$ cat src/rtl/hash_table_ctrl.sv
// Direct-mapped hash table controller: zero-fills the RAM after reset, then read-check-write per request.
// Latency: response 3 cycles after accept (1 for BAD_OP); one request in flight, holds RESP while resp_ready=0.
module hash_table_ctrl #(
   parameter int  MEM_SIZE    = 5,
   parameter int  KEY_WIDTH   = 16,
   parameter int  VALUE_WIDTH = 16,
   localparam int DATA_WIDTH  = 1 + KEY_WIDTH + VALUE_WIDTH
) (
   input  logic                   clk,
   input  logic                   rst,
   input  logic                   req_valid,
   output logic                   req_ready,
   input  logic [1:0]             req_op,
   input  logic [KEY_WIDTH-1:0]   req_key,
   input  logic [VALUE_WIDTH-1:0] req_value,
   output logic                   resp_valid,
   input  logic                   resp_ready,
   output logic [1:0]             resp_status,
   output logic [VALUE_WIDTH-1:0] resp_value,
   output logic                   ena,
   output logic                   wea,
   output logic [MEM_SIZE-1:0]    addra,
   output logic [DATA_WIDTH-1:0]  dia,
   output logic                   enb,
   output logic [MEM_SIZE-1:0]    addrb,
   input  logic [DATA_WIDTH-1:0]  dob
);

   localparam int NCHUNK = (KEY_WIDTH + MEM_SIZE - 1) / MEM_SIZE;

   localparam logic [1:0] OP_LOOKUP = 2'd0;
   localparam logic [1:0] OP_INSERT = 2'd1;
   localparam logic [1:0] OP_DELETE = 2'd2;
   localparam logic [1:0] OP_RSVD   = 2'd3;

   localparam logic [1:0] ST_OK   = 2'd0;
   localparam logic [1:0] ST_MISS = 2'd1;
   localparam logic [1:0] ST_COLL = 2'd2;
   localparam logic [1:0] ST_BAD  = 2'd3;

   typedef enum logic [2:0] {S_CLEAR, S_IDLE, S_READ, S_CHECK, S_RESP} state_t;

   typedef struct packed {
      logic                   occupied;
      logic [KEY_WIDTH-1:0]   key;
      logic [VALUE_WIDTH-1:0] value;
   } entry_t;

   // XOR-fold the key into MEM_SIZE-bit chunks; the top chunk is zero-padded.
   function automatic logic [MEM_SIZE-1:0] hash_fn(input logic [KEY_WIDTH-1:0] k);
      logic [NCHUNK*MEM_SIZE-1:0] padded;
      logic [MEM_SIZE-1:0]        h;
      padded                = '0;
      padded[KEY_WIDTH-1:0] = k;
      h                     = '0;
      for (int i = 0; i < NCHUNK; i++) begin
         h = h ^ padded[i*MEM_SIZE +: MEM_SIZE];
      end
      return h;
   endfunction

   state_t                 state_q, state_d;
   logic [MEM_SIZE-1:0]    clr_cnt_q, clr_cnt_d;
   logic [1:0]             op_q, op_d;
   logic [KEY_WIDTH-1:0]   key_q, key_d;
   logic [VALUE_WIDTH-1:0] val_q, val_d;
   logic [MEM_SIZE-1:0]    hash_q, hash_d;
   logic [1:0]             status_q, status_d;
   logic [VALUE_WIDTH-1:0] rvalue_q, rvalue_d;
   logic [MEM_SIZE-1:0]    addra_q, addra_d;
   logic [MEM_SIZE-1:0]    addrb_q, addrb_d;
   logic [DATA_WIDTH-1:0]  dia_q, dia_d;

   entry_t rd_entry;
   entry_t wr_entry;
   logic   match;

   assign rd_entry = entry_t'(dob);
   assign match    = rd_entry.occupied && (rd_entry.key == key_q);

   always_comb begin
      wr_entry.occupied = 1'b1;
      wr_entry.key      = key_q;
      wr_entry.value    = val_q;
   end

   always_comb begin
      state_d    = state_q;
      clr_cnt_d  = clr_cnt_q;
      op_d       = op_q;
      key_d      = key_q;
      val_d      = val_q;
      hash_d     = hash_q;
      status_d   = status_q;
      rvalue_d   = rvalue_q;
      addra_d    = addra_q;
      addrb_d    = addrb_q;
      dia_d      = dia_q;
      ena        = 1'b0;
      wea        = 1'b0;
      enb        = 1'b0;
      req_ready  = 1'b0;
      resp_valid = 1'b0;

      case (state_q)
         S_CLEAR: begin
            ena       = 1'b1;
            wea       = 1'b1;
            addra_d   = clr_cnt_q;
            dia_d     = '0;
            clr_cnt_d = clr_cnt_q + MEM_SIZE'(1);
            if (clr_cnt_q == {MEM_SIZE{1'b1}}) state_d = S_IDLE;
         end
         S_IDLE: begin
            req_ready = 1'b1;
            if (req_valid) begin
               op_d   = req_op;
               key_d  = req_key;
               val_d  = req_value;
               hash_d = hash_fn(req_key);
               if (req_op == OP_RSVD) begin
                  status_d = ST_BAD;
                  rvalue_d = '0;
                  state_d  = S_RESP;
               end else begin
                  state_d  = S_READ;
               end
            end
         end
         S_READ: begin
            enb     = 1'b1;
            addrb_d = hash_q;
            state_d = S_CHECK;
         end
         S_CHECK: begin
            rvalue_d = '0;
            state_d  = S_RESP;
            case (op_q)
               OP_LOOKUP: begin
                  status_d = match ? ST_OK : ST_MISS;
                  if (match) rvalue_d = rd_entry.value;
               end
               OP_INSERT: begin
                  // An existing entry for the same key is overwritten in place.
                  if (!rd_entry.occupied || match) begin
                     ena      = 1'b1;
                     wea      = 1'b1;
                     addra_d  = hash_q;
                     dia_d    = wr_entry;
                     status_d = ST_OK;
                  end else begin
                     status_d = ST_COLL;
                  end
               end
               OP_DELETE: begin
                  if (match) begin
                     ena      = 1'b1;
                     wea      = 1'b1;
                     addra_d  = hash_q;
                     dia_d    = '0;
                     status_d = ST_OK;
                  end else begin
                     status_d = ST_MISS;
                  end
               end
               default: status_d = ST_BAD;
            endcase
         end
         S_RESP: begin
            resp_valid = 1'b1;
            if (resp_ready) state_d = S_IDLE;
         end
         default: state_d = S_CLEAR;
      endcase
   end

   assign addra       = addra_d;
   assign addrb       = addrb_d;
   assign dia         = dia_d;
   assign resp_status = status_q;
   assign resp_value  = rvalue_q;

   always_ff @(posedge clk or posedge rst) begin
      if (rst) begin
         state_q   <= S_CLEAR;
         clr_cnt_q <= '0;
         op_q      <= '0;
         key_q     <= '0;
         val_q     <= '0;
         hash_q    <= '0;
         status_q  <= '0;
         rvalue_q  <= '0;
         addra_q   <= '0;
         addrb_q   <= '0;
         dia_q     <= '0;
      end else begin
         state_q   <= state_d;
         clr_cnt_q <= clr_cnt_d;
         op_q      <= op_d;
         key_q     <= key_d;
         val_q     <= val_d;
         hash_q    <= hash_d;
         status_q  <= status_d;
         rvalue_q  <= rvalue_d;
         addra_q   <= addra_d;
         addrb_q   <= addrb_d;
         dia_q     <= dia_d;
      end
   end

endmodule

$ cat config.mk
export PLATFORM = sky130hd
export DESIGN_NAME = hash_table_ctrl
export DESIGN_NICKNAME = d
export VERILOG_FILES = /design/src/rtl/hash_table_ctrl.sv
export SDC_FILE = /design/constraint.sdc
export NUM_CORES = 1
export LEC_CHECK = 0
export ABC_AREA = 1
export CORE_UTILIZATION = 55
export DETAILED_ROUTE_END_ITERATION = 12
export GPL_ROUTABILITY_DRIVEN = 1
export HOLD_SLACK_MARGIN = 0.12
export PLACE_DENSITY_LB_ADDON = 0.1
export REMOVE_ABC_BUFFERS = 1
export SYNTH_ARGS = -nofsm -noshare
export SYNTH_HDL_FRONTEND = slang
export SYNTH_SLANG_ARGS = --single-unit
$ cat constraint.sdc
create_clock -name clk -period 9.6 [get_ports clk]
set_input_delay 1.92 -clock clk [delete_from_list [all_inputs] [get_ports clk]]
set_output_delay 1.92 -clock clk [all_outputs]
set_load 0.01 [all_outputs]
* After elaboration in Yosys (flattened, before gate mapping)
Index checks and enable logic that the tools add are counted. W data, S select, Z words.
Storage, ports and cells: register bits after elaboration 108, bits of input ports 71, output and inout port bits 66, word-level logic and storage cells 70
Cells by class: add/sub/neg operators 1, equality and inequality tests 13, multiplexer cells 32, bitwise gates (word level) 3, reductions and logical operators 10
Operator list (count):
- $pmux W33 S2 | 2
- $mux W33 | 2
- $mux W16 | 4
- $pmux W16 S2 | 1
- $pmux W5 S2 | 2
- $eq A16 B16 Y1 | 1
- $mux W5 | 3
- $pmux W3 S5 | 1
- $mux W3 | 4
- $xor A5 B5 Y5 | 2
- $ne A2 B2 Y1 const B | 4
- $pmux W2 S2 | 2
- $eq A3 B2 Y1 const B | 2
- $mux W1 | 6
- $mux W2 | 3
- $reduce_and A3 Y1 | 2
- $add A5 B1 Y5 const B | 1
- $eq A5 B5 Y1 const B | 1
- $xor A5 B1 Y5 | 1
- $eq A2 B2 Y1 const B | 2
- $pmux W1 S2 | 2
- $eq A3 B1 Y1 const B | 1
- $eq A3 B3 Y1 const B | 1
- $logic_not A3 Y1 | 1
- other kinds (8) | 8

* Depth between registers and ports, before layout
depth after elaboration 6, gate-level depth with buffers 14, gate-level depth less buffers 13

* Least setup slack after synthesis
No wires, ideal clock.
kind in2out, start in dob[16], end out wea, arrival 3166 ps, required time 7680 ps, slack 4514 ps, cell stages on the path 13, path buffers 2, cells stage by stage nand2_1 > clkinv_1 > nor2_1 > nor2_1 > nand2_1 > nor2_4 > nand2_4 > nand2_4 > buf_12 > nand2_1 > a21oi_1 > or2_2 > buf_4
Between the ends: cells in the longest elaborated chain, start to end 6, elaborated cells on any way between the ends 7, classes of those cells eq/ne (1); mux (4); reduce/logical (2)
Ends and longest elaborated chain:
- start, declared | RTL line 26 | input logic [DATA_WIDTH-1:0] dob
- $eq A16 B16 Y1 * | RTL line 79 | assign match = rd_entry.occupied && (rd_entry.key == key_q);
- $logic_and A1 B1 Y1 * | RTL line 79
- $logic_or A1 B1 Y1 | RTL line 145 | if (!rd_entry.occupied || match) begin
- $mux W1
- $pmux W1 S2 * (2 in a row)
- end, declared | RTL line 21 | output logic wea,
Mark *: on every way between the ends. The rest lies on a longest branch, timed or not.

* Final worst setup path
start in dob[25], end out wea
Between the ends: cells in the longest elaborated chain, start to end 6, elaborated cells on any way between the ends 7, classes of those cells eq/ne (1); mux (4); reduce/logical (2)
Ends and longest elaborated chain:
- $eq A16 B16 Y1 * | RTL line 79
- $logic_and A1 B1 Y1 * | RTL line 79
- $logic_or A1 B1 Y1 | RTL line 145
- $mux W1 | RTL line 145
- $pmux W1 S2 * | RTL line 138 | case (op_q)
- $pmux W1 S2 * | RTL line 105 | case (state_q)
Marks and branches as above.

==> impl_metrics.yaml <==
pwr:
  p_per_area_nw_per_um2: 265
  ir_drop_mv: 0.224
  power_leakage_nw: 3.64
clocking:
  htreeDepth: 3
  numCtsBuffers: 9
  cts_hold_buffers: 0
  root_buffer: "clkbuf_8"
  cts_resized: 0
  insertion_delay_ns: 0.38
  post_cts_buffers: 0
  clk_pin_slew_ns: 0.10
  cts_sinks: 108
  cts_buffer_depth: 2
  cts_tree: "yes"
worst_setup_path:
  start_kind: "primary input"
  worst-path-max-fanout: 38
  cp-end-kind: "output pin"
  reg2reg_depth: 8
  slowest_delay_ns: 0.53
  timing.critical_path.mode_cell: "nand2_1"
  regToRegEndpoint: "dia_q[18]"
  critical_path_class: "in2out"
  arrival_ns: 4.63
  reg2reg_slack_ns: 6.48
  crit-reg2reg-launch: "state_q[2]"
  cp.required_ns: 7.68
  cp_slowest_cell: "clkdlybuf4s50_1"
  crit_chain: "clkdlybuf4s50_1, inv_1, nand2_1, nand2_1, nor2_1, nand2_1, nor2_4, nand2_4, nand2_4, nand2_1, a21oi_1, or2_2, clkdlybuf4s50_1"
floorplan:
  die_h_um: 105
  dieArea_sq_um: 11100
  start_util: 0.569
  core_sq_um: 10300
  die_width_um: 105
  ios: 137
  rows: 37
sta:
  rsz0062_at_grt: "no"
  post-route-min-period_ns: 6.55
  tns_ns: 0
  slew_headroom: 0.241
  timing.final.max_slew_violations: 0
  clock-skew-final_ns: 0.00889
  tightest_slew_ns: 1.14
  setup-violations-final: 0
  hold_viol: 0
  fin_crit_sh: 0.683
  setup_ws_ns: 3.05
  max_freq_mhz: 153
synthesis:
  avgSynthCellArea_sq_um: 7.60
  synth.area.top_cells: "dfrtp_1 46%, nand2_1 17%, nand3_1 7.2%"
  yosysTopAreaCell: "dfrtp_1"
  yosysSeqAreaShare: 0.460
  ys.flop_type: "dfrtp_1"
  post_synth_inst_count: 772
  synth.top_cells.by_count: "265 x nand2_1, 108 x dfrtp_1, 85 x nand3_1"
  synth-seq-cells: 108
  synth.most_common_cell: "nand2_1"
  mappedNetlistArea_sq_um: 5870
  ys_types: 32
  synth_top_area_frac: 0.460
  synth_edf_count: 0
  async_reset_ff_frac: 1.00
  ys_warn_count: 0
grt:
  antenna_found_initial: 0
  grt_max_degree: 72
  overflow: 0
  grtUsageTotal: 0.280
  grt_pass1_wl_um: 25000
  grt_pass1_vias: 5303
min_path:
  hold_start: "hash_q[0]"
  worstHoldEndpoint: "hash_q[0]"
  hp-class: "reg2reg"
  hold_depth: 2
placement:
  dp_hpwl_um: 9760
  io_buffer_count: 136
  gp_congestion: 0.849
  place_ws_ns: 3.08
routing:
  vias_per_cell: 5.25
  drc: 0
  routed-via-count: 5384
  wl_per_cell_um: 14.2
  firstDrtPassIters: 5
  totalWireLength_um: 14600
  drtIter0Drc: 386
  antenna_left: 0
finish:
  drive_gt1_frac: 0.0675
  nNetsFinal: 960
  syn2layout_area_growth_pct: 25.7
  diodes: 0
  fillers: 826
run_status:
  status: "finished, final reports clean"
run:
  maxCapViolations: 0
==> flip-flops by register name, indices dropped and copies added (netlist names) <==
register and count:
resp_value 16, addra_q 5, state_q 3, hash_q 5, clr_cnt_q 5, dia_q 33, val_q 16, key_q 16
op_q 2, addrb_q 5, resp_status 2
==> critical path, delay by kind of cell <==
kind	cells	cell delay, ns
and+or+nand+nor	9	1.41
AOI/OAI and AO/OA	1	0.23
buffers and inverters	3	1.05
==> worst max-delay path by stage <==
stage	cells past startpoint	slack (ns)	from	to
6_report	13	3.05	dob[25]	wea
5_1_grt	13	2.85	dob[26]	ena
4_1_cts	13	3.07	dob[25]	wea
3_5_place_dp	13	3.08	dob[25]	wea
3_3_place_gp	13	3.15	dob[25]	wea
2_1_floorplan	10	4.49	dob[30]	ena
==> per-layer routing <==
metal,vias up,part of all wire,routed length (um),global-route usage
met5,-,0,0,0
met4,0,0.012,182,0.0734
met3,16,0.061,883,0.0594
met2,182,0.49,7220,0.471
met1,2542,0.43,6300,0.368
li1,2644,-,-,-
==> report_power, final <==
group	switching [mW]	internal, mW
Combinational	0.582	0.395
Sequential	0.0957	0.597
Clock	0.158	0.128
Total	0.836	1.12
==> layout by cell type, fill, tap and decap left out, types with 4 or more instances in the layout <==
cell / n
a21oi_1: 22
clkbuf_8: 10
clkdlybuf4s50_1: 136
dfrtp_1: 108
inv_1: 72
mux2_2: 21
nand2_1: 264
nand3_1: 85
nand4_1: 5
nor2_1: 78
nor2_4: 4
o21ai_0: 22
o21ai_1: 10
xnor2_1: 8
xor2_1: 6
==> layout make-up <==
class	count	area, sq um	share of cell area
clock inverter	6	62.6	0.00847
inverter	78	295	0.0400
timing repair buffer	138	1380	0.186
tap	136	170	0.0231
multi-input combinational	549	2640	0.357
clock buffer	10	138	0.0186
sequential	108	2700	0.366
==> metrics by stage <==
step | cells | power, mW | hold slack (ns) | utilization | instance area (sq um)
after floorplan | 735 | 1.31 | 0.453 | - | 5630
after detailed placement | 1009 | 1.68 | 0.475 | 0.696 | 7180
final | 1025 | 1.96 | 0.495 | 0.715 | 7380
after global placement | 1009 | 1.63 | 0.469 | 0.696 | 7180
after CTS | 1025 | 1.96 | 0.500 | 0.715 | 7380
after global routing | 1025 | 2.11 | 0.524 | 0.715 | 7380
==> cell families (layout without fill, tap and decap cells) <==
group,Yosys count,in the layout,share of synthesized area
buf+inv,115,232,0.0916
flops,108,108,0.460
simple gates,450,450,0.325
xor+xnor,14,14,0.0209
fa+ha+maj,5,5,0.0107
mux,21,21,0.0403
compound gates,59,59,0.0516
Power figures use the tool's default switching activity.
